## src/rtl/raster_zstage.sv

```systemverilog
// raster_zstage: depth-test and write-back stage at the tail of the raster pipeline.
//
// Fragments arrive through a valid/ready handshake (S0), the stored depth is
// read from the Z buffer and compared with the selected depth function (S1), and
// passing fragments appear on the registered colour/Z write port (S2).  The block
// also runs the framebuffer clear sweep and forwards in-flight writes so that
// back-to-back fragments to one pixel test against current data.
//
// Optional feature: define RASTER_ZFLOAT_EN to compare Z as a sign-magnitude
// float instead of an unsigned integer.
//
// Ports:
//   clk, reset                  clock, asynchronous active-high reset
//   frag_valid / frag_ready     fragment handshake
//   frag_addr/_z/_color         fragment pixel address, depth, colour
//   depth_func, z_write         depth function and Z write enable (per fragment)
//   clear_start, clear_busy     clear request pulse, clear pending/sweeping
//   zbuf_rden/_raddr/_rdata     Z buffer read port (data one cycle after rden)
//   fb_wren/_zen/_waddr/_wcolor/_wz  combined colour/Z write port
//   frag_passed                 pulse per passing fragment, aligned with fb_wren
module raster_zstage #(
    parameter int unsigned     ZW          = 18,
    parameter int unsigned     CW          = 16,
    parameter int unsigned     AW          = 19,
    parameter int unsigned     DEPTH       = 307200,
    parameter logic [ZW-1:0]   CLEAR_Z     = '0,
    parameter logic [CW-1:0]   CLEAR_COLOR = '0
) (
    input  logic          clk,
    input  logic          reset,
    input  logic          frag_valid,
    output logic          frag_ready,
    input  logic [AW-1:0] frag_addr,
    input  logic [ZW-1:0] frag_z,
    input  logic [CW-1:0] frag_color,
    input  logic [1:0]    depth_func,
    input  logic          z_write,
    input  logic          clear_start,
    output logic          clear_busy,
    output logic          zbuf_rden,
    output logic [AW-1:0] zbuf_raddr,
    input  logic [ZW-1:0] zbuf_rdata,
    output logic          fb_wren,
    output logic          fb_zen,
    output logic [AW-1:0] fb_waddr,
    output logic [CW-1:0] fb_wcolor,
    output logic [ZW-1:0] fb_wz,
    output logic          frag_passed
);

    typedef enum logic [1:0] {
        IDLE  = 2'd0,
        DRAIN = 2'd1,
        CLEAR = 2'd2
    } stateT;

    localparam logic [1:0] FUNC_GREATER = 2'b00;
    localparam logic [1:0] FUNC_GEQUAL  = 2'b01;
    localparam logic [1:0] FUNC_LESS    = 2'b10;

    localparam logic [AW-1:0] LAST_ADDR = AW'(DEPTH - 1);

    stateT         state, stateNext;
    logic [AW-1:0] clearCnt;
    logic [AW-1:0] clearAddr;
    logic          loadClear;
    logic          flushHist;
    logic          accept;

    logic          s1Valid;
    logic [AW-1:0] s1Addr;
    logic [ZW-1:0] s1Z;
    logic [CW-1:0] s1Color;
    logic [1:0]    s1Func;
    logic          s1ZWrite;

    logic          prevValid;
    logic [AW-1:0] prevAddr;
    logic [ZW-1:0] prevZ;

    logic [ZW-1:0] storedZ;
    logic [ZW-1:0] fragKey;
    logic [ZW-1:0] storedKey;
    logic          depthPass;

`ifdef RASTER_ZFLOAT_EN
    // Monotonic key: negatives invert all bits, positives invert the sign bit.
    // Both zeros map to the +0 key so that +0 and -0 compare equal.
    function automatic logic [ZW-1:0] zKey(input logic [ZW-1:0] z);
        if (z[ZW-2:0] == '0)
            return {1'b1, {(ZW-1){1'b0}}};
        else if (z[ZW-1])
            return ~z;
        else
            return {1'b1, z[ZW-2:0]};
    endfunction
`else
    function automatic logic [ZW-1:0] zKey(input logic [ZW-1:0] z);
        return z;
    endfunction
`endif

    // ---------------------------------------------------------------- S0
    // Ready is held low while reset is asserted even though the state
    // register already sits in IDLE.
    assign accept     = frag_valid & frag_ready;
    assign zbuf_rden  = accept;
    assign zbuf_raddr = reset ? '0 : frag_addr;

    // ---------------------------------------------------------------- FSM
    always_ff @(posedge clk or posedge reset) begin
        if (reset)
            state <= IDLE;
        else
            state <= stateNext;
    end

    // clearCnt always equals the address currently shown on fb_waddr during
    // CLEAR, so the write for the next address is loaded one cycle ahead.
    always_comb begin
        stateNext  = state;
        loadClear  = 1'b0;
        clearAddr  = '0;
        frag_ready = 1'b0;
        clear_busy = 1'b0;
        unique case (state)
            IDLE: begin
                frag_ready = ~reset;
                if (clear_start)
                    stateNext = DRAIN;
            end
            DRAIN: begin
                clear_busy = 1'b1;
                if (!s1Valid && !fb_wren) begin
                    stateNext = CLEAR;
                    loadClear = 1'b1;
                end
            end
            CLEAR: begin
                clear_busy = 1'b1;
                if (clearCnt == LAST_ADDR) begin
                    stateNext = IDLE;
                end else begin
                    loadClear = 1'b1;
                    clearAddr = clearCnt + AW'(1);
                end
            end
            default: stateNext = IDLE;
        endcase
    end

    assign flushHist = (state == CLEAR) && (stateNext == IDLE);

    // ---------------------------------------------------------------- S1
    // Newest matching write wins: S2 registers, then last cycle's write,
    // then the Z buffer (which returns pre-write data on a collision).
    always_comb begin
        storedZ = zbuf_rdata;
        if (fb_wren && fb_zen && (fb_waddr == s1Addr))
            storedZ = fb_wz;
        else if (prevValid && (prevAddr == s1Addr))
            storedZ = prevZ;
    end

    always_comb begin
        fragKey   = zKey(s1Z);
        storedKey = zKey(storedZ);
        unique case (s1Func)
            FUNC_GREATER: depthPass = fragKey >  storedKey;
            FUNC_GEQUAL:  depthPass = fragKey >= storedKey;
            FUNC_LESS:    depthPass = fragKey <  storedKey;
            default:      depthPass = 1'b1;
        endcase
    end

    // ---------------------------------------------------------------- datapath
    always_ff @(posedge clk or posedge reset) begin
        if (reset) begin
            s1Valid     <= 1'b0;
            s1Addr      <= '0;
            s1Z         <= '0;
            s1Color     <= '0;
            s1Func      <= '0;
            s1ZWrite    <= 1'b0;
            clearCnt    <= '0;
            prevValid   <= 1'b0;
            prevAddr    <= '0;
            prevZ       <= '0;
            fb_wren     <= 1'b0;
            fb_zen      <= 1'b0;
            fb_waddr    <= '0;
            fb_wcolor   <= '0;
            fb_wz       <= '0;
            frag_passed <= 1'b0;
        end else begin
            s1Valid <= accept;
            if (accept) begin
                s1Addr   <= frag_addr;
                s1Z      <= frag_z;
                s1Color  <= frag_color;
                s1Func   <= depth_func;
                s1ZWrite <= z_write;
            end

            clearCnt <= loadClear ? clearAddr : '0;

            prevValid <= fb_wren & fb_zen & ~flushHist;
            prevAddr  <= fb_waddr;
            prevZ     <= fb_wz;

            if (loadClear) begin
                fb_wren     <= 1'b1;
                fb_zen      <= 1'b1;
                fb_waddr    <= clearAddr;
                fb_wcolor   <= CLEAR_COLOR;
                fb_wz       <= CLEAR_Z;
                frag_passed <= 1'b0;
            end else if (s1Valid && depthPass) begin
                fb_wren     <= 1'b1;
                fb_zen      <= s1ZWrite;
                fb_waddr    <= s1Addr;
                fb_wcolor   <= s1Color;
                fb_wz       <= s1Z;
                frag_passed <= 1'b1;
            end else begin
                fb_wren     <= 1'b0;
                fb_zen      <= 1'b0;
                frag_passed <= 1'b0;
            end
        end
    end

endmodule

```

## config.mk

```make
export PLATFORM = sky130hd
export DESIGN_NAME = raster_zstage
export DESIGN_NICKNAME = d
export VERILOG_FILES = /design/src/rtl/raster_zstage.sv
export SDC_FILE = /design/constraint.sdc
export NUM_CORES = 1
export LEC_CHECK = 0
export BUFFER_PORTS_ARGS = -buffer_cell sky130_fd_sc_hd__buf_2
export CORE_AREA = 2 2 137 139
export DETAILED_ROUTE_END_ITERATION = 6
export DIE_AREA = 0 0 139 141
export PLACE_DENSITY = 0.66
export SYNTH_ARGS = -nofsm -noshare
export SYNTH_HDL_FRONTEND = slang
export SYNTH_SLANG_ARGS = --single-unit
```

## constraint.sdc

```tcl
create_clock -name clk -period 5.75 [get_ports clk]
set_input_delay 0.2875 -clock clk [delete_from_list [all_inputs] [get_ports clk]]
set_output_delay 0.2875 -clock clk [all_outputs]
set_load 0.01 [all_outputs]
```

==> results.cfg, run 1 <==
[global_route]
grt_use_total = 0.199
grt_pass1_vias = 5741
grt-ovfl-total = 0
grt_max_degree = 114
antenna_found_initial = 0
grt_pass1_wl_mm = 30.8

[final_layout]
drive_above_1_share = 0.239
nNetsFinal = 1043
final_cells = 1190
area_growth_pct = 18.8
stdcell_area_um2 = 9470

[outcome]
status = complete, no violations

[synthesis]
async_flop_share = 1.00
synth_area_per_cell_um2 = 9.99
yosysWarnings = 0
synthSimpleGateAreaFrac = 0.196
synth.top_cell.area_share = 0.540
synth.area.top_cells = dfrtp_1 54%, nand2_1 10%, xnor2_1 3.8%
postSynthCellCount = 798
synth_fa_ha_area_frac = 0.0361
synthDistinctLibCells = 48
synth_nets = 899
synth_edf_count = 0
synthMuxAreaShare = 0.0495
ys_seq_elements = 172
synth_xor_area_frac = 0.0572
synth-compound-area-share = 0.0804
synth-main-ff-cell = dfrtp_1
synth_area_um2 = 7970
synth_top_area_cell = dfrtp_1
seq_area_frac_synth = 0.540
synth_top_family_by_area = simple AND/OR/NAND/NOR gates

[clock_tree]
cts_buffers = 17
h-tree-depth = 4
numClockSinks = 172
clk_pin_slew_ns = 0.06
cts-resized-gates = 0
cts_hold_buf = 0
cts_tree = built
clk_path_buf_depth = 2
clkLatencyLatePin_ns = 0.43
post-cts-setup-buffers = 0
cts_root_buf = clkbuf_16

[place]
port_buffers = 155
dpl_cell_area_um2 = 8910
hpwl_mm = 13.2
post-place-cells = 1157
gp_congestion = 0.816
place_ws_ns = 1.28

[sta]
period_share = 0.784
rsz0062_at_grt = no
setup_viol = 0
drv_slew = 0
fmax_mhz = 222
slew_headroom = 0.325
clock_skew_ns = 0.0108
period_minus_slack_ns = 4.51
tns_ns = 0
hold_viol = 0
tightest_slew_ns = 1.01
setup_ws_ns = 1.24

[worst_setup_path]
crit_chain = xnor2_1 > nand4_1 > or4_1 > nor4_2 > buf_4 > mux2i_1 > ha_1 > nand4_1 > nor4_4 > a221oi_1 > a211o_1 > o211ai_4 > buf_4 > or3_1 > o221a_2
cp_slowest_cell = buf_4
cp.buffers_inverters = 2
cp_top_family = simple AND/OR/NAND/NOR gates
startpoint_type = register
critPathKind = reg2reg
arrival_ns = 4.87
crit_fanout = 90
critical_path.endpoint_type = register
required_ns = 6.11
cp_slowest_stage_delay_ns = 0.69

[drt]
dr.pass1.iters = 5
via_count = 6042
detail-route-antenna-nets = 0
drc = 0
drt-vias-per-instance = 5.08
drt_iter0_markers = 457
drt-wirelength-per-cell_um = 16.0
drt-total-wl_mm = 19.1

[power_and_ir_drop]
vdd_drop_max_v = 0.000254
p_leak_nw = 4.77
power_density_nw_per_um2 = 487
power_w = 0.00461

[floorplanning]
boundaryPins = 156
die-area_um2 = 19600
fp-row-count = 50
dieWidth_um = 139
die_y_um = 141
initial_core_util = 0.436
core_um2 = 18300

[min_path]
hold_class = in2reg

[job]
maxCapViolCount = 0
[worst reg2reg max path, delay by kind of cell (launching register included)]
kind | cells | cell delay, ns
simple gates | 6 | 1.55
buf+inv | 2 | 1.06
compound gates | 4 | 0.75
flops | 1 | 0.42
fa+ha+maj | 1 | 0.33
xor+xnor | 1 | 0.19
mux | 1 | 0.14
[cells in the mapped netlist (all sizes together), types with 6 or more instances]
| cell type | count |
|---|---|
| a21oi | 10 |
| inv | 29 |
| mux2i | 18 |
| xor2 | 17 |
| nand2 | 218 |
| nor2 | 19 |
| nor4 | 6 |
| buf | 22 |
| mux2 | 19 |
| nor2b | 20 |
| dfrtp | 172 |
| ha | 23 |
| a2bb2oi | 15 |
| nand4 | 17 |
| nand3 | 44 |
| xnor2 | 35 |
| clkbuf | 16 |
| o21ai | 57 |
[power breakdown]
part           leakage (nW)  total, W  internal [W]  switching, W
Combinational          2.28   0.00148      0.000640      0.000845
Clock                 0.277   0.00109      0.000638      0.000455
Sequential             2.21   0.00203       0.00166      0.000372
[cells in the final DEF (no fill, tap or decap), types with 4 or more instances in the layout]
cell / instances
a21o_1: 5
a21oi_1: 10
a2bb2oi_1: 14
buf_2: 155
buf_4: 8
clkbuf_1: 4
clkbuf_16: 17
clkbuf_8: 4
clkinv_2: 5
dfrtp_1: 172
ha_1: 23
inv_1: 28
mux2_2: 19
mux2i_1: 18
nand2_1: 216
nand3_1: 44
nand4_1: 15
nor2_1: 19
nor2b_1: 20
nor3_1: 4
o21ai_0: 50
o21ai_1: 7
or3_1: 5
xnor2_1: 35
xor2_1: 17
[logic make-up after synthesis]
group / Yosys count
muxes: 37
and+or+nand+nor: 345
DFF: 172
adders and majority gates: 23
xor gates and xnor gates: 52
AOI/OAI and AO/OA: 101
buffers and inverters: 68
[final timing paths]
kind | from | end | slack, ns | depth (start not counted)
min in group asynchronous | reset | s1Addr[9] | 0.29 | 2
setup / recovery | s1Addr[1] | fb_waddr[0] | 1.24 | 15
setup reg to reg | s1Addr[1] | fb_waddr[0] | 1.24 | 15
hold / removal | frag_z[9] | fragKey[9] | 0.05 | 3
hold reg to reg | fb_wz[7] | prevZ[7] | 0.42 | 0
max in group asynchronous | reset | fb_wcolor[11] | 4.10 | 3
[layout make-up]
type / instances / area (um^2)
clock inverter: 7 / 62.6
inverter: 30 / 118
multi-input combinational: 558 / 3360
fill: 1701 / 8800
clock buffer: 25 / 495
tap: 234 / 293
sequential: 172 / 4300
timing repair buffer: 163 / 836
antenna: 1 / 2.50
[stage by stage]
| stage | hold WS [ns] | utilization |
|---|---|---|
| floorplan | 0.393 | - |
| global placement | 0.402 | 0.488 |
| detailed placement | 0.413 | 0.488 |
| CTS | 0.0319 | 0.518 |
| global route | 0.0371 | 0.518 |
| finish | 0.0451 | 0.518 |
[state kept, by name, indices dropped and copies added (netlist names), 2 cells and up]
register and cells:
prevAddr 19, fb_wz 18, prevZ 18, s1Color 16
fb_waddr 19, clearCnt 19, s1Func 2, s1Addr 19
state 2, fb_wcolor 16, fragKey 18
[layer usage]
metal	share of wire	global-route usage	wire length, um
met4	0.020	0.0723	386
met3	0.041	0.0391	792
met1	0.50	0.295	9460
met2	0.44	0.293	8460
met5	0	0	0
Note: power is estimated with default switching activity, not from simulation.
==> run 2, diff against run 1 <==
==> constraint.sdc (replaced) <==
create_clock -name clk -period 4.6 [get_ports clk]
set_input_delay 0.23 -clock clk [delete_from_list [all_inputs] [get_ports clk]]
set_output_delay 0.23 -clock clk [all_outputs]
set_load 0.01 [all_outputs]
==> run 2 against run 1 <==
Net effect:
- core utilization rose by 2.1 points
- hold slack lost 0.030 ns
- clock-buffer cell count down 6
- fmax rose by 10%
- clock power up 36%
- sequential share of layout area decreased by 1.8 points
- combinational power rose by 28%
- die area unchanged
- sequential power grew 25%
- global-route usage rose by 0.19 points
- largest cell class unchanged
==> results.cfg, run 2 (same netlist as run 1, synthesis figures left out) <==
[global_route]
grt_use_total = 0.201
grt_pass1_vias = 5991
grt-ovfl-total = 0
grt_pass1_wl_mm = 31.2
grt_max_degree = 173
antenna_found_initial = 0

[final_layout]
area_growth_pct = 23.7
layout_commonest_cell = nand2_1
final_cell_mix = 216 x nand2_1, 172 x dfrtp_1, 155 x buf_2, 50 x o21ai_0, 44 x nand3_1
n_antenna_cell = 0
nNetsFinal = 1074
final_cells = 1220
drive_above_1_share = 0.237

[sta]
period_minus_slack_ns = 4.09
slew_headroom = 0.391
hold_viol = 0
clock_skew_ns = 0.00693
tns_ns = 0
period_share = 0.890
rsz0062_at_grt = no
drv_slew = 0
fmax_mhz = 244
setup_viol = 0
tightest_slew_ns = 0.913

[floorplanning]
die-area_um2 = 19600
initial_core_util = 0.436
dieWidth_um = 139
fp-row-count = 50
die_y_um = 141
core_um2 = 18300
boundaryPins = 156

[clock_tree]
cts_tree = built
clkLatencyLatePin_ns = 0.42
numClockSinks = 172
h-tree-depth = 4
clk_path_buf_depth = 2
cts_buffers = 17
cts_root_buf = clkbuf_16
post-cts-setup-buffers = 0
clk_pin_slew_ns = 0.06

[min_path]
hold_class = in2reg

[outcome]
status = complete, no violations

[worst_setup_path]
cp_slowest_stage_delay_ns = 0.49
path_common_cell = a21o_1
critPathKind = reg2reg
startpoint_type = register
r2r_slack_ns = 0.51
critical_path.endpoint_type = register
crit_fanout = 20
cp_slowest_cell = or4_1
arrival_ns = 4.41
crit_chain = xnor2_1 > nand4_1 > or4_1 > nor4_2 > buf_12 > mux2i_1 > ha_1 > a21o_1 > a21o_1 > a221oi_1 > a211o_1 > o211ai_4 > buf_4 > or3_1 > o221a_2
cp.buffers_inverters = 2
required_ns = 4.91
cp_top_family = simple AND/OR/NAND/NOR gates

[drt]
drt-vias-per-instance = 4.98
via_count = 6081
dr.pass1.iters = 7
drc = 0
drt-wirelength-per-cell_um = 15.9
drt-total-wl_mm = 19.4
drt_iter0_markers = 375
detail-route-antenna-nets = 0

[power_and_ir_drop]
p_leak_nw = 4.92
vdd_drop_max_v = 0.000315
power_density_nw_per_um2 = 601

[job]
maxCapViolCount = 0

[place]
post-place-cells = 1159
gp_congestion = 0.817
hpwl_mm = 13.1
port_buffers = 155
## run 2: cell types whose count changed in the layout (fill, tap and decap cells not counted)
cell / change
buf_6: +1
clkinv_2: -3
clkbuf_8: -2
clkbuf_1: -4
buf_12: +2
clkinvlp_4: +4
bufinv_16: +2
dlygate4sd3_1: +29
clkinv_4: +3
diode_2: -1
buf_4: -1
## run 2: timing repair
item,CTS,global route
setup endpoints to repair,0,23
endpoints found under the hold margin,29,0
gates resized for setup,0,1
hold buffers,29,0
## run 2: cell type report
class	instances	area (um^2)
inverter	30	116
tap	234	293
clock buffer	19	453
clock inverter	13	165
timing repair buffer	194	1170
multi-input combinational	558	3360
sequential	172	4300
fill	1625	8410
## run 2: power by group
part           leakage, nW  switching (W)  internal, W
Sequential            2.21       0.000469      0.00207
Clock                0.292       0.000599     0.000885
Combinational         2.42        0.00106     0.000830
## run 2: worst min-delay path: stages
cell and delay [ns]:
buf_2 0.08, nand2_1 0.05, nand2_1 0.05
## run 2: path summary, 6_finish.rpt
| path | from | depth (start not counted) | to |
|---|---|---|---|
| max | s1Addr[15] | 15 | fb_waddr[16] |
| min | frag_addr[15] | 3 | s1Addr[15] |
| max reg2reg | s1Addr[15] | 15 | fb_waddr[16] |
| min reg2reg | fb_wz[15] | 0 | prevZ[15] |
| max in group asynchronous | reset | 3 | fb_wz[3] |
| min in group asynchronous | reset | 3 | s1Addr[4] |
## run 2: stage by stage
stage / setup slack [ns] / power (W) / cell area (um^2) / hold slack, ns / utilization
3_3_place_gp: 0.444 / 0.00440 / 8940 / 0.399 / 0.490
2_1_floorplan: 0.710 / 0.00383 / 7970 / 0.335 / -
3_5_place_dp: 0.328 / 0.00444 / 8940 / 0.411 / 0.490
6_report: 0.507 / 0.00592 / 9860 / 0.0152 / 0.540
5_1_grt: 0.132 / 0.00633 / 9860 / 0.00292 / 0.540
4_1_cts: 0.308 / 0.00597 / 9850 / 0.000594 / 0.539
## run 2: metal layers
layer	routed length, um	part of all wire	track usage	up-vias
li1	-	-	-	3019
met4	429	0.022	0.0707	0
met1	9240	0.48	0.286	2894
met5	0	0	0	-
met3	881	0.045	0.0465	29
met2	8830	0.46	0.305	139
==> run 3, diff against run 2 <==
==> constraint.sdc (replaced) <==
create_clock -name clk -period 5 [get_ports clk]
set_input_delay 0.25 -clock clk [delete_from_list [all_inputs] [get_ports clk]]
set_output_delay 0.25 -clock clk [all_outputs]
set_load 0.01 [all_outputs]
==> run 3 against run 2 <==
Net effect:
- global-route usage is 0.19 points higher
- flip-flop and latch count did not move
- non-clock buffer count shrank 24
- cell count shrank 2.0%
- die area is the same
- setup slack better by 0.29 ns
- register-to-register slack better by 0.29 ns
- core utilization shrank 1.3 points
- sequential power fell by 7.9%
- clock power is 8% lower
- design area shrank 2.4%
==> results.cfg, run 3 (same netlist as run 1, synthesis figures left out) <==
[power_and_ir_drop]
swShare = 0.360
pwr-share-seq = 0.432
power_density_nw_per_um2 = 564
p_int_w = 0.00347
vdd_drop_max_v = 0.000299
clockPowerShare = 0.251
p_leak_nw = 4.81
power_switching_w = 0.00195
comb_power_share = 0.318

[sta]
rsz0062_at_grt = no
period_share = 0.840
tightest_slew_ns = 0.887
setup_viol = 0
hold_slack_ns = 0.00883
tns_ns = 0
fmax_mhz = 238
hold_viol = 0
slew_headroom = 0.409
period_minus_slack_ns = 4.20
drv_slew = 0
clock_skew_ns = 0.0103

[global_route]
grt-ovfl-total = 0
grt_pass1_wl_mm = 31.4
grt_pass1_vias = 5940
grt_max_degree = 91
antenna_found_initial = 0
grt_use_total = 0.203

[floorplanning]
die_y_um = 141
fp-row-count = 50
dieWidth_um = 139
core_um2 = 18300
boundaryPins = 156
die-area_um2 = 19600
initial_core_util = 0.436

[worst_setup_path]
r2r_slack_ns = 0.80
rr_worst_depth = 15
cp_slowest_stage_delay_ns = 0.49
cp_top_family = compound AO/OA/AOI/OAI gates
cp.buffers_inverters = 2
worst-path-stages = 15
required_ns = 5.31
crit_chain = xnor2_1 > nand4_1 > or4_1 > nor4_2 > buf_4 > mux2i_1 > ha_1 > a21o_1 > a21o_1 > a221oi_1 > a211o_1 > o211ai_4 > buf_12 > or3_1 > o221a_2
timing.rr.start = s1Addr[1]
crit_start = s1Addr[1]
crit_fanout = 90
cp_slowest_cell = or4_1
critPathKind = reg2reg
startpoint_type = register
critical_path.endpoint_type = register
path_common_cell = a21o_1
reg2reg_to = fb_waddr[0]
arrival_ns = 4.51

[place]
post-place-cells = 1158
hpwl_mm = 13.4
gp_congestion = 0.851
port_buffers = 155

[final_layout]
area_growth_pct = 20.7
nNetsFinal = 1050
final_cell_mix = 216 x nand2_1, 172 x dfrtp_1, 155 x buf_2, 50 x o21ai_0, 44 x nand3_1
drive_above_1_share = 0.241
layout_commonest_cell = nand2_1
n_antenna_cell = 0
final_cells = 1196
fillers = 1698

[outcome]
status = complete, no violations

[drt]
detail-route-antenna-nets = 0
drc = 0
drt-total-wl_mm = 19.4
drt-wirelength-per-cell_um = 16.2
dr.pass1.iters = 5
drt_iter0_markers = 433
via_count = 6039
drt-vias-per-instance = 5.05

[min_path]
hold_class = in2reg
whs_path_depth = 3
min_to = s1Color[10]
min_from = frag_color[10]

[clock_tree]
cts_buffers = 17
clk_pin_slew_ns = 0.07
cts_tree = built
cts_root_buf = clkbuf_16
clk_path_buf_depth = 2
h-tree-depth = 4
numClockSinks = 172
post-cts-setup-buffers = 0
clkLatencyLatePin_ns = 0.43

[job]
maxCapViolCount = 0
[run 3: power by group through the flow]
stage / Sequential, W / Clock, W / Combinational, W
6_report: 0.00234 / 0.00136 / 0.00172
3_5_place_dp: 0.00236 / 0 / 0.00173
4_1_cts: 0.00234 / 0.00137 / 0.00174
5_1_grt: 0.00241 / 0.00144 / 0.00194
3_3_place_gp: 0.00235 / 0 / 0.00169
2_1_floorplan: 0.00231 / 0 / 0.00122
[run 3: repair_timing]
action,in CTS,in global routing
hold endpoints to repair,6,0
resized for setup,0,0
hold buffers,6,0
[run 3: metal layers]
metal | GRT usage | wire length, um | up-vias
met5 | 0 | 0 | -
met4 | 0.0532 | 275 | 0
met3 | 0.0465 | 969 | 21
met2 | 0.314 | 8890 | 142
met1 | 0.291 | 9290 | 2909
li1 | - | - | 2967
[run 3: area by class of cell]
cell class,count,area [um^2],share of cell area
Clock buffer,24,512,0.0532
Tap cell,234,293,0.0304
Timing Repair Buffer,170,928,0.0966
Sequential cell,172,4300,0.448
Multi-Input combinational cell,558,3360,0.349
Inverter,30,116,0.0121
Clock inverter,8,106,0.0111
[run 3: worst max-delay path by stage]
stage | to | slack [ns]
2_1_floorplan | fb_waddr[11] | 1.11
3_3_place_gp | fb_waddr[0] | 0.88
3_5_place_dp | fb_waddr[10] | 0.79
6_report | fb_waddr[0] | 0.80
5_1_grt | fb_waddr[11] | 0.53
4_1_cts | fb_waddr[16] | 0.77
[run 3: worst register-to-register path: cells and delay by family, from the launching register on]
kind | cells | cell delay [ns]
AOI/OAI and AO/OA | 6 | 1.17
xor gates and xnor gates | 1 | 0.19
adders and majority gates | 1 | 0.28
buffers and inverters | 2 | 0.58
DFF | 1 | 0.43
muxes | 1 | 0.25
and+or+nand+nor | 4 | 1.18
[run 3: per-stage QoR]
step | utilization | instance area [um^2] | worst slack [ns] | power [W]
5_1_grt | 0.526 | 9620 | 0.534 | 0.00579
6_report | 0.526 | 9620 | 0.799 | 0.00542
2_1_floorplan | - | 7970 | 1.11 | 0.00353
3_5_place_dp | 0.489 | 8940 | 0.791 | 0.00409
4_1_cts | 0.526 | 9620 | 0.773 | 0.00545
3_3_place_gp | 0.489 | 8940 | 0.883 | 0.00404
